--- config.mk ---
export PLATFORM = sky130hd
export DESIGN_NAME = bsg_sync_sync_filtered
export DESIGN_NICKNAME = d
export VERILOG_FILES = /design/src/rtl/bsg_sync_sync_pkg.sv /design/src/rtl/bsg_sync_sync_filtered_chan.sv /design/src/rtl/bsg_sync_sync_filtered.sv
export SDC_FILE = /design/constraint.sdc
export NUM_CORES = 1
export LEC_CHECK = 0
export CORE_UTILIZATION = 55
export CTS_BUF_LIST = sky130_fd_sc_hd__clkbuf_4
export DETAILED_ROUTE_END_ITERATION = 8
export DONT_BUFFER_PORTS = 1
export MAX_ROUTING_LAYER = met4
export PLACE_DENSITY = 0.8
export SLEW_MARGIN = 30
export SYNTH_ARGS = -nofsm -noshare
export SYNTH_HDL_FRONTEND = slang
export SYNTH_SLANG_ARGS = --single-unit
--- constraint.sdc ---
create_clock -name oclk_i -period 1.2 [get_ports oclk_i]
set_clock_uncertainty 0.2 [all_clocks]
set_input_delay 0.06 -clock oclk_i [delete_from_list [all_inputs] [get_ports oclk_i]]
set_output_delay 0.06 -clock oclk_i [all_outputs]
set_load 0.02 [all_outputs]
--- src/rtl/bsg_sync_sync_pkg.sv ---
// Shared constants and helpers for the bsg_sync_sync family of synchronizers.
// Used by bsg_sync_sync_filtered and bsg_sync_sync_filtered_chan.
package bsg_sync_sync_pkg;

  // Fewest flops per bit that still give a usable settling window.
  localparam int bsg_sync_sync_min_stages_gp = 2;

  // Width of the stability counter, which must hold 0..stable_cycles inclusive.
  // Clamped to at least one bit so a degenerate parameter still elaborates
  // far enough to reach the legality checks.
  function automatic int bsg_sync_sync_cnt_width(input int stable_cycles);
    if (stable_cycles < 1) begin
      return 1;
    end
    return $clog2(stable_cycles + 1);
  endfunction

endpackage

--- src/rtl/bsg_sync_sync_filtered_chan.sv ---
// One channel of bsg_sync_sync_filtered: a stages_p-deep synchronizer chain per
// bit, followed by either a direct hold register or a stability filter that
// only passes a word once it has been unchanged for stable_cycles_p cycles.
// Compile-time option: BSG_SYNC_SYNC_FILTER_EN enables the stability filter.
module bsg_sync_sync_filtered_chan
  import bsg_sync_sync_pkg::*;
#(
  parameter int width_p         = 8,
  parameter int stages_p        = 2,
  parameter int stable_cycles_p = 4
) (
  input  logic               oclk_i,
  input  logic               reset_i,
  input  logic [width_p-1:0] iclk_data_i,
  output logic [width_p-1:0] oclk_data_o,
  output logic               oclk_changed_o
);

  // Parameter legality, reported while elaborating rather than at run time.
  if (stages_p < bsg_sync_sync_min_stages_gp) begin : g_bad_stages
    $error("bsg_sync_sync_filtered_chan: stages_p must be at least %0d",
           bsg_sync_sync_min_stages_gp);
  end
  if (stable_cycles_p < 1) begin : g_bad_stable
    $error("bsg_sync_sync_filtered_chan: stable_cycles_p must be at least 1");
  end

  // Synchronizer chain: element 0 is the capture flop, the top element is the
  // settled output. Nothing sits between stages so every flop gets a full
  // cycle to resolve metastability.
  (* ASYNC_REG = "TRUE" *)
  logic [stages_p-1:0][width_p-1:0] sync_r;
  logic [width_p-1:0]               last;

  logic [width_p-1:0] held_r;
  logic               changed_r;

  // Shift the asynchronous word through the chain, clearing it on reset.
  always_ff @(posedge oclk_i) begin
    if (reset_i) begin
      sync_r <= '0;
    end else begin
      sync_r <= {sync_r[stages_p-2:0], iclk_data_i};
    end
  end

  assign last = sync_r[stages_p-1];

`ifdef BSG_SYNC_SYNC_FILTER_EN

  localparam int cnt_w_lp = bsg_sync_sync_cnt_width(stable_cycles_p);
  // Saturation point of the counter and the count at which the word qualifies
  // (the qualifying edge is the one that would carry cnt to its maximum).
  localparam logic [cnt_w_lp-1:0] cnt_max_lp  = cnt_w_lp'(stable_cycles_p);
  localparam logic [cnt_w_lp-1:0] cnt_fire_lp = cnt_w_lp'(stable_cycles_p - 1);

  logic [width_p-1:0]  prev_r;
  logic [cnt_w_lp-1:0] cnt_r;
  logic                same_as_prev;
  logic                qualifies;

  // Full-width compare: any bit moving restarts the stability window, which is
  // what hides the incoherent intermediate codes of a multi-bit transition.
  assign same_as_prev = (last == prev_r);
  assign qualifies    = same_as_prev && (cnt_r == cnt_fire_lp) && (last != held_r);

  // Track how long the settled word has been steady, saturating at the limit.
  always_ff @(posedge oclk_i) begin
    if (reset_i) begin
      prev_r <= '0;
      cnt_r  <= '0;
    end else begin
      prev_r <= last;
      if (!same_as_prev) begin
        cnt_r <= '0;
      end else if (cnt_r != cnt_max_lp) begin
        cnt_r <= cnt_r + cnt_w_lp'(1);
      end
    end
  end

  // Commit a qualified word to the output and strobe for exactly one cycle.
  // A word that returns to the held value mid-count never qualifies, so it
  // produces neither an update nor a pulse.
  always_ff @(posedge oclk_i) begin
    if (reset_i) begin
      held_r    <= '0;
      changed_r <= 1'b0;
    end else if (qualifies) begin
      held_r    <= last;
      changed_r <= 1'b1;
    end else begin
      changed_r <= 1'b0;
    end
  end

`else

  // Unfiltered: follow the settled word every cycle and flag any difference.
  always_ff @(posedge oclk_i) begin
    if (reset_i) begin
      held_r    <= '0;
      changed_r <= 1'b0;
    end else begin
      held_r    <= last;
      changed_r <= (last != held_r);
    end
  end

`endif

  assign oclk_data_o    = held_r;
  assign oclk_changed_o = changed_r;

endmodule

--- src/rtl/bsg_sync_sync_filtered.sv ---
// Multi-channel, multi-stage synchronizer into the oclk_i domain with a
// registered per-channel change pulse. Each channel is an independent
// bsg_sync_sync_filtered_chan; channel c occupies bits [c*width_p +: width_p].
// Compile-time option: BSG_SYNC_SYNC_FILTER_EN enables the per-channel
// stability filter (stable_cycles_p is ignored when it is not defined).
module bsg_sync_sync_filtered
  import bsg_sync_sync_pkg::*;
#(
  parameter int width_p         = 8,
  parameter int channels_p      = 2,
  parameter int stages_p        = 2,
  parameter int stable_cycles_p = 4
) (
  input  logic                          oclk_i,
  input  logic                          reset_i,
  input  logic [channels_p*width_p-1:0] iclk_data_i,
  output logic [channels_p*width_p-1:0] oclk_data_o,
  output logic [channels_p-1:0]         oclk_changed_o
);

  if (channels_p < 1) begin : g_bad_channels
    $error("bsg_sync_sync_filtered: channels_p must be at least 1");
  end
  if (width_p < 1) begin : g_bad_width
    $error("bsg_sync_sync_filtered: width_p must be at least 1");
  end

  // One fully independent synchronizer/filter per channel slice.
  for (genvar gi = 0; gi < channels_p; gi++) begin : g_chan
    bsg_sync_sync_filtered_chan #(
      .width_p        (width_p),
      .stages_p       (stages_p),
      .stable_cycles_p(stable_cycles_p)
    ) chan (
      .oclk_i        (oclk_i),
      .reset_i       (reset_i),
      .iclk_data_i   (iclk_data_i[gi*width_p +: width_p]),
      .oclk_data_o   (oclk_data_o[gi*width_p +: width_p]),
      .oclk_changed_o(oclk_changed_o[gi])
    );
  end

endmodule

**Word level (Yosys, flattened, before mapping)**

Index checks and enable logic that the tools add are counted.

- Flip-flop bits (word level): 50
- Bits of input ports: 18
- Output and inout port bits: 18
- Word-level logic and storage cells: 10

- Equality and inequality tests: 2

Operators by type and width:

| kind | count |
|---|---|
| != test 8 bit | 2 |

**Logic depth before layout (Yosys ltp)**

Gate-level depths: netlist (run 1).

- Word-level depth: 1
- Gate-level depth with buffers: 3
- Gate-level depth less buffers: 3

**Modules after synthesis**

From an unflattened synthesis (run 1), not the netlist that was laid out.

- Cell total of the unflattened synthesis: 124
- Area, all modules: 1501.4 µm²

By module, submodules not included:

| module | times used | cells each | area an instance (µm²) | sequential area each (µm²) |
|---|---|---|---|---|
| bsg_sync_sync_filtered_chan | 2 | 62 | 750.7 | 500.5 |

**Worst setup path before layout (run 1)**

OpenSTA, ideal clock, no wires.

- Path type: reg2reg
- Start point: register g_chan[0].chan.held_r[2]
- End point: register g_chan[0].chan.changed_r
- Setup time: 0.127 ns
- Data arrival time: 0.877 ns
- Required time: 0.873 ns
- Path slack: -0.004 ns
- Cell stages (with the launch flop): 4
- Path buffers: 0
- Period minus slack after synthesis: 1.204 ns
- Path through: dfxtp_1 xor2_1 nor4_1 a21oi_1

- Cells in the longest elaborated chain, start to end: 1

Ends and longest elaborated chain:

| element | RTL line | source |
|---|---|---|
| from (decl) | bsg_sync_sync_filtered_chan.sv:35 | `logic [width_p-1:0] held_r;` |
| from (signal assigned) | bsg_sync_sync_filtered_chan.sv:105 | `held_r <= last;` |
| != test 8 bit | bsg_sync_sync_filtered_chan.sv:106 | `changed_r <= (last != held_r);` |
| to (signal assigned) | bsg_sync_sync_filtered_chan.sv:106 |  |
| to (decl) | bsg_sync_sync_filtered_chan.sv:36 | `logic changed_r;` |

No other way between the ends.
A chain may end at the register's enable or synchronous reset.

**Worst setup path in the final report (run 1)**

- Start point: register g_chan[0].chan.held_r[6]
- End point: register g_chan[0].chan.changed_r

The elaborated chain is that of the path after synthesis.

==> results.json, run 1 <==
{
  "reg2reg_depth": 3,
  "fin_crit_ns": 1.204,
  "finalNonFillerCells": 192,
  "grt_max_degree": 40,
  "vias_per_cell": 4.594,
  "overflow": 0,
  "crit_path_end_kind": "flip-flop",
  "clk_latency_ns": 0.36,
  "avgSynthCellArea_sq_um": 11.96,
  "fin_nets": 179,
  "worst_path_max_delay_cell": "dfxtp_2",
  "crit_path_end": "g_chan[0].chan.oclk_changed_o",
  "initialDrtViolationCount": 4,
  "peakVddDrop_mv": 1.664,
  "synthFlopType": "dfxtp_1",
  "yosys_register_bits": 50,
  "wl_met3_um": 104,
  "synth_area_leader_cell": "dfxtp_1",
  "clock_sinks": 50,
  "path_buf_inv": 0,
  "dieWidth_um": 54.55,
  "syn_area_sq_mm": 0.001519,
  "start_util_pct": 59.69,
  "fp.dieH_um": 54.55,
  "dpl.cell_count": 168,
  "yosys.area.top_type_share_pct": 65.90,
  "ys_seq_area_share_pct": 65.90,
  "period_share_pct": 100.3,
  "cp.required_ns": 1.24,
  "gp_congestion": 0.7144,
  "routed-via-count": 882,
  "hp-class": "in -> reg",
  "syn_nets": 145,
  "power_leakage_nw": 0.8964,
  "crit_start": "g_chan[0].chan.oclk_data_o[6]",
  "start_kind": "flip-flop",
  "cts_buffers": 5,
  "top_level_ports": 36,
  "critPathArrivalTime_ns": 1.25,
  "synth_common_cells": "dfxtp_1, nor2b_1, xor2_1",
  "drc": 0,
  "crit_family": "flip-flops",
  "synth_most_common_cell": "dfxtp_1",
  "path_cells": "xor2_1 > nor4_2 > a21oi_1",
  "ys_types": 8,
  "ys_async_sr_fraction_pct": 0,
  "drt_first_pass_iters": 3,
  "drive_gt1_share_pct": 25.31,
  "netlist_top_cells_area": "dfxtp_1, nor2b_1, xor2_1",
  "dr_wl_met2_um": 1307,
  "outcome": "complete, but fails checks",
  "grt_pass1_wl_um": 3436,
  "rr_endpoint": "g_chan[0].chan.oclk_changed_o",
  "layout-area-overhead-vs-synth_pct": 27.76,
  "netlist_instances": 127,
  "violations": "negative setup slack",
  "setup_violations": 1,
  "yosys_warnings": 0,
  "worstHoldPathCells": 2,
  "hold_viol_final": 0,
  "clock_tree.root_cell": "clkbuf_4",
  "cts_setup_buffers": 0,
  "top_layer": "met4",
  "m1WireLength_um": 855,
  "portBuffers": 0,
  "fp-row-count": 18,
  "drv_slew": 0,
  "grt_use_total_pct": 18.72,
  "ant_nets": 0,
  "path_class": "reg -> reg",
  "rsz0062_at_grt": "true",
  "crit_cells": 3,
  "pre_cts_ws_ns": -0.06929,
  "synth_edf_count": 0,
  "core_sq_mm": 0.002545,
  "powerDensity_mw_per_mm2": 1490,
  "fin_ws_ns": -0.003503,
  "clockBufferDepth": 2,
  "max_cap_viol_count": 0,
  "max_slew.worst_pin.slew_ns": 0.2397,
  "htree_num_levels": 2,
  "r2r-start": "g_chan[0].chan.oclk_data_o[6]",
  "fmax_ghz": 0.8309,
  "clk_transition_reported_paths_ns": 0.12,
  "reg2reg_slack_ns": -0.004,
  "grt_pass1_vias": 857,
  "slew_headroom_pct": 83.89,
  "dieArea_sq_mm": 0.002976,
  "antenna_cells": 0,
  "wire_per_inst_um": 12.03,
  "cp_slowest_stage_delay_ns": 0.34,
  "routed_wl_um": 2310,
  "cts_tree": "yes",
  "path_max_fanout": 2,
  "antenna_found_initial": 0,
  "dpl.hpwl_um": 1373
}
[final cells by class]
class / count / area, sq um
flip-flops and latches: 50 / 1017
fillers: 180 / 604.3
multi-input cells: 70 / 490.5
repair buffers: 34 / 317.8
clock inverters: 3 / 40.04
clock buffers: 5 / 37.54
well taps: 30 / 37.54
[what timing repair did]
item,4_1_cts,5_1_grt
endpoints found under the setup margin,4,8
hold endpoints to repair,50,0
pin swaps,1,3
resized for setup,7,8
hold buffers,18,0
[registers in the layout, summed over array words and instances (netlist names)]
register	cells
g_chan.chan.last	16
g_chan.chan.sync_r	16
g_chan.chan.oclk_data_o	16
g_chan.chan.oclk_changed_o	2
[metrics by stage]
| step | cell area (sq um) | total power, mW | hold slack (ns) | utilization, % | setup TNS (ns) |
|---|---|---|---|---|---|
| after floorplan | 1521 | 1.930 | -0.01182 | - | 0 |
| after global placement | 1654 | 1.933 | -0.07028 | 65.00 | -0.07556 |
| after detailed placement | 1654 | 1.943 | -0.06443 | 65.00 | -0.06929 |
| after CTS | 1926 | 2.920 | 0.07637 | 75.66 | -0.02313 |
| after global routing | 1941 | 3.014 | 0.07880 | 76.25 | -0.08420 |
| final | 1941 | 2.891 | 0.1070 | 76.25 | -0.003503 |
[worst register-to-register path: stages (launching register included)]
cell	delay, ns
dfxtp_2	0.34
xor2_1	0.16
nor4_2	0.30
a21oi_1	0.10
[cell families after synthesis]
logic type | count (synthesis) | share of synthesized area, %
compound gates | 2 | 0.6590
xor+xnor | 16 | 9.225
buf+inv | 7 | 2.635
flops | 50 | 65.90
simple gates | 52 | 21.58
[layout by cell type (no fill, tap or decap)]
cell type	instances
nor4_1	2
a21oi_1	2
xor2_1	16
nor4_2	2
buf_12	1
nor2b_2	1
buf_6	2
clkbuf_4	5
bufinv_16	1
dfxtp_1	37
dfxtp_2	13
buf_4	14
nor2b_1	47
dlygate4sd3_1	17
clkinv_2	2
[worst min-delay path by stage]
stage	from	endpoint
3_3_place_gp	reset_i	g_chan[1].chan.oclk_data_o[0]
4_1_cts	reset_i	g_chan[1].chan.sync_r[0]
6_report	reset_i	g_chan[0].chan.sync_r[5]
2_1_floorplan	iclk_data_i[0]	g_chan[0].chan.sync_r[0]
5_1_grt	reset_i	g_chan[1].chan.sync_r[1]
3_5_place_dp	reset_i	g_chan[1].chan.oclk_data_o[7]
[where the power goes]
group	internal (mW)	switching (mW)	leakage (nW)	total (mW)
combinational	0.121	0.0821	0.434	0.203
clock	0.432	0.481	0.0450	0.912
sequential	1.73	0.0412	0.418	1.77
[metal layers]
layer | global-route usage [%] | vias up
met4 | 12.39 | 0
met1 | 14.74 | 402
met3 | 9.167 | 5
met2 | 33.33 | 21
met5 | - | -
li1 | - | 454
Note: power is estimated with default switching activity, not from simulation.
==> run 2: changes to the inputs <==
==> constraint.sdc (replaced) <==
create_clock -name oclk_i -period 1.14 [get_ports oclk_i]
set_clock_uncertainty 0.2 [all_clocks]
set_input_delay 0.057 -clock oclk_i [delete_from_list [all_inputs] [get_ports oclk_i]]
set_output_delay 0.057 -clock oclk_i [all_outputs]
set_load 0.02 [all_outputs]
==> results.json, run 2 (synthesis gave the netlist of run 1 again) <==
{
  "top_level_ports": 36,
  "r2r-start": "g_chan[1].chan.oclk_data_o[3]",
  "htree_num_levels": 2,
  "fin_ws_ns": -0.06839,
  "crit_path_end_kind": "flip-flop",
  "vias_per_cell": 4.792,
  "routed_wl_um": 2529,
  "period_share_pct": 106.0,
  "clock_tree.root_cell": "clkbuf_4",
  "fin_nets": 179,
  "gp_congestion": 0.7160,
  "path_max_fanout": 2,
  "hp-class": "in -> reg",
  "outcome": "complete, but fails checks",
  "violations": "negative setup slack",
  "fp-row-count": 18,
  "hold_start": "reset_i",
  "clockBufferDepth": 2,
  "portBuffers": 0,
  "cts_tree": "yes",
  "power_leakage_nw": 0.9023,
  "grt_use_total_pct": 19.46,
  "setup_violations": 2,
  "ant_nets": 0,
  "drc": 0,
  "cp.required_ns": 1.18,
  "max_slew.worst_pin.slew_ns": 0.2628,
  "core_sq_mm": 0.002545,
  "p_total_mw": 2.844,
  "fillCellCount": 152,
  "critPathArrivalTime_ns": 1.25,
  "drv_slew": 0,
  "finalNonFillerCells": 192,
  "dpl.cell_count": 166,
  "slew_headroom_pct": 82.32,
  "fmax_ghz": 0.8275,
  "dpl.hpwl_um": 1382,
  "layout_common_cells": "nor2b_1, dfxtp_1, dlygate4sd3_1",
  "max_cap_viol_count": 0,
  "wire_per_inst_um": 13.17,
  "grt_max_degree": 36,
  "dieArea_sq_mm": 0.002976,
  "path_class": "reg -> reg",
  "cts_setup_buffers": 0,
  "grt_pass1_vias": 855,
  "overflow": 0,
  "powerDensity_mw_per_mm2": 1431,
  "initialDrtViolationCount": 5,
  "clock_sinks": 50,
  "layout_commonest_cell": "nor2b_1",
  "cts_buffers": 5,
  "hold_viol_final": 0,
  "routed-via-count": 920,
  "antenna_found_initial": 0,
  "clk_latency_ns": 0.35,
  "peakVddDrop_mv": 1.414,
  "antenna_cells": 0,
  "fp.dieH_um": 54.55,
  "grt_pass1_wl_um": 3615,
  "clk_transition_reported_paths_ns": 0.13,
  "crit_start": "g_chan[1].chan.oclk_data_o[3]",
  "drive_gt1_share_pct": 28.40,
  "start_util_pct": 59.69,
  "fin_crit_ns": 1.208,
  "drt_first_pass_iters": 4,
  "layout-area-overhead-vs-synth_pct": 30.81,
  "rsz0062_at_grt": "true",
  "start_kind": "flip-flop",
  "dieWidth_um": 54.55
}
## run 2: critical path, cell delays in order (launching register included)
cell and delay [ns]:
dfxtp_4 0.37, xor2_1 0.13, nor4_1 0.30, a21oi_1 0.10
## run 2: final timing paths
check | to | cells past startpoint | slack [ns]
worst max-delay path | g_chan[1].chan.oclk_changed_o | 3 | -0.07
worst min-delay path | g_chan[1].chan.sync_r[4] | 2 | 0.1
worst max register to register | g_chan[1].chan.oclk_changed_o | 3 | -0.07
worst min register to register | g_chan[1].chan.last[2] | 1 | 0.25
## run 2: layer usage
layer | wire length, um | part of all wire (%) | global-route usage (%) | up-vias
met1 | 936 | 37 | 18.47 | 432
met2 | 1446 | 57 | 33.33 | 26
li1 | - | - | - | 453
met5 | 0 | 0 | - | -
met4 | 63 | 2.5 | 13.68 | 0
met3 | 83 | 3.3 | 5.833 | 9
## run 2: per-stage QoR
stage               util (%)  setup TNS (ns)  setup WS (ns)  hold WS, ns  cell area [sq um]
global placement       65.44         -0.1546       -0.09428     -0.08066               1665
detailed placement     65.44         -0.1662        -0.1109     -0.07838               1665
CTS                    75.42         -0.1586       -0.07999      0.08500               1919
finish                 78.07         -0.1323       -0.06839      0.09762               1987
global route           78.07         -0.3775        -0.1261      0.07974               1987
floorplan                  -       -0.009531      -0.006163     -0.01482               1548
## run 2: final cells by class
cell class	count	area, sq um	area share [%]
Multi-Input combinational cell	70	491.7	24.75
Timing Repair Buffer	34	366.6	18.45
Clock inverter	2	8.758	0.4408
Sequential cell	50	1037	52.20
Tap cell	30	37.54	1.889
Clock buffer	6	45.04	2.267
## run 2: timing repair
item / in CTS / in global routing
hold buffers: 18 / 0
setup endpoints to repair: 4 / 18
resized for setup: 2 / 20
endpoints found under the hold margin: 50 / 0
pin swaps: 0 / 4
## run 2: where the power goes
| part | internal (mW) | switching, mW |
|---|---|---|
| sequential | 1.82 | 0.0469 |
| clock | 0.257 | 0.503 |
| combinational | 0.134 | 0.0865 |
| total | 2.21 | 0.636 |
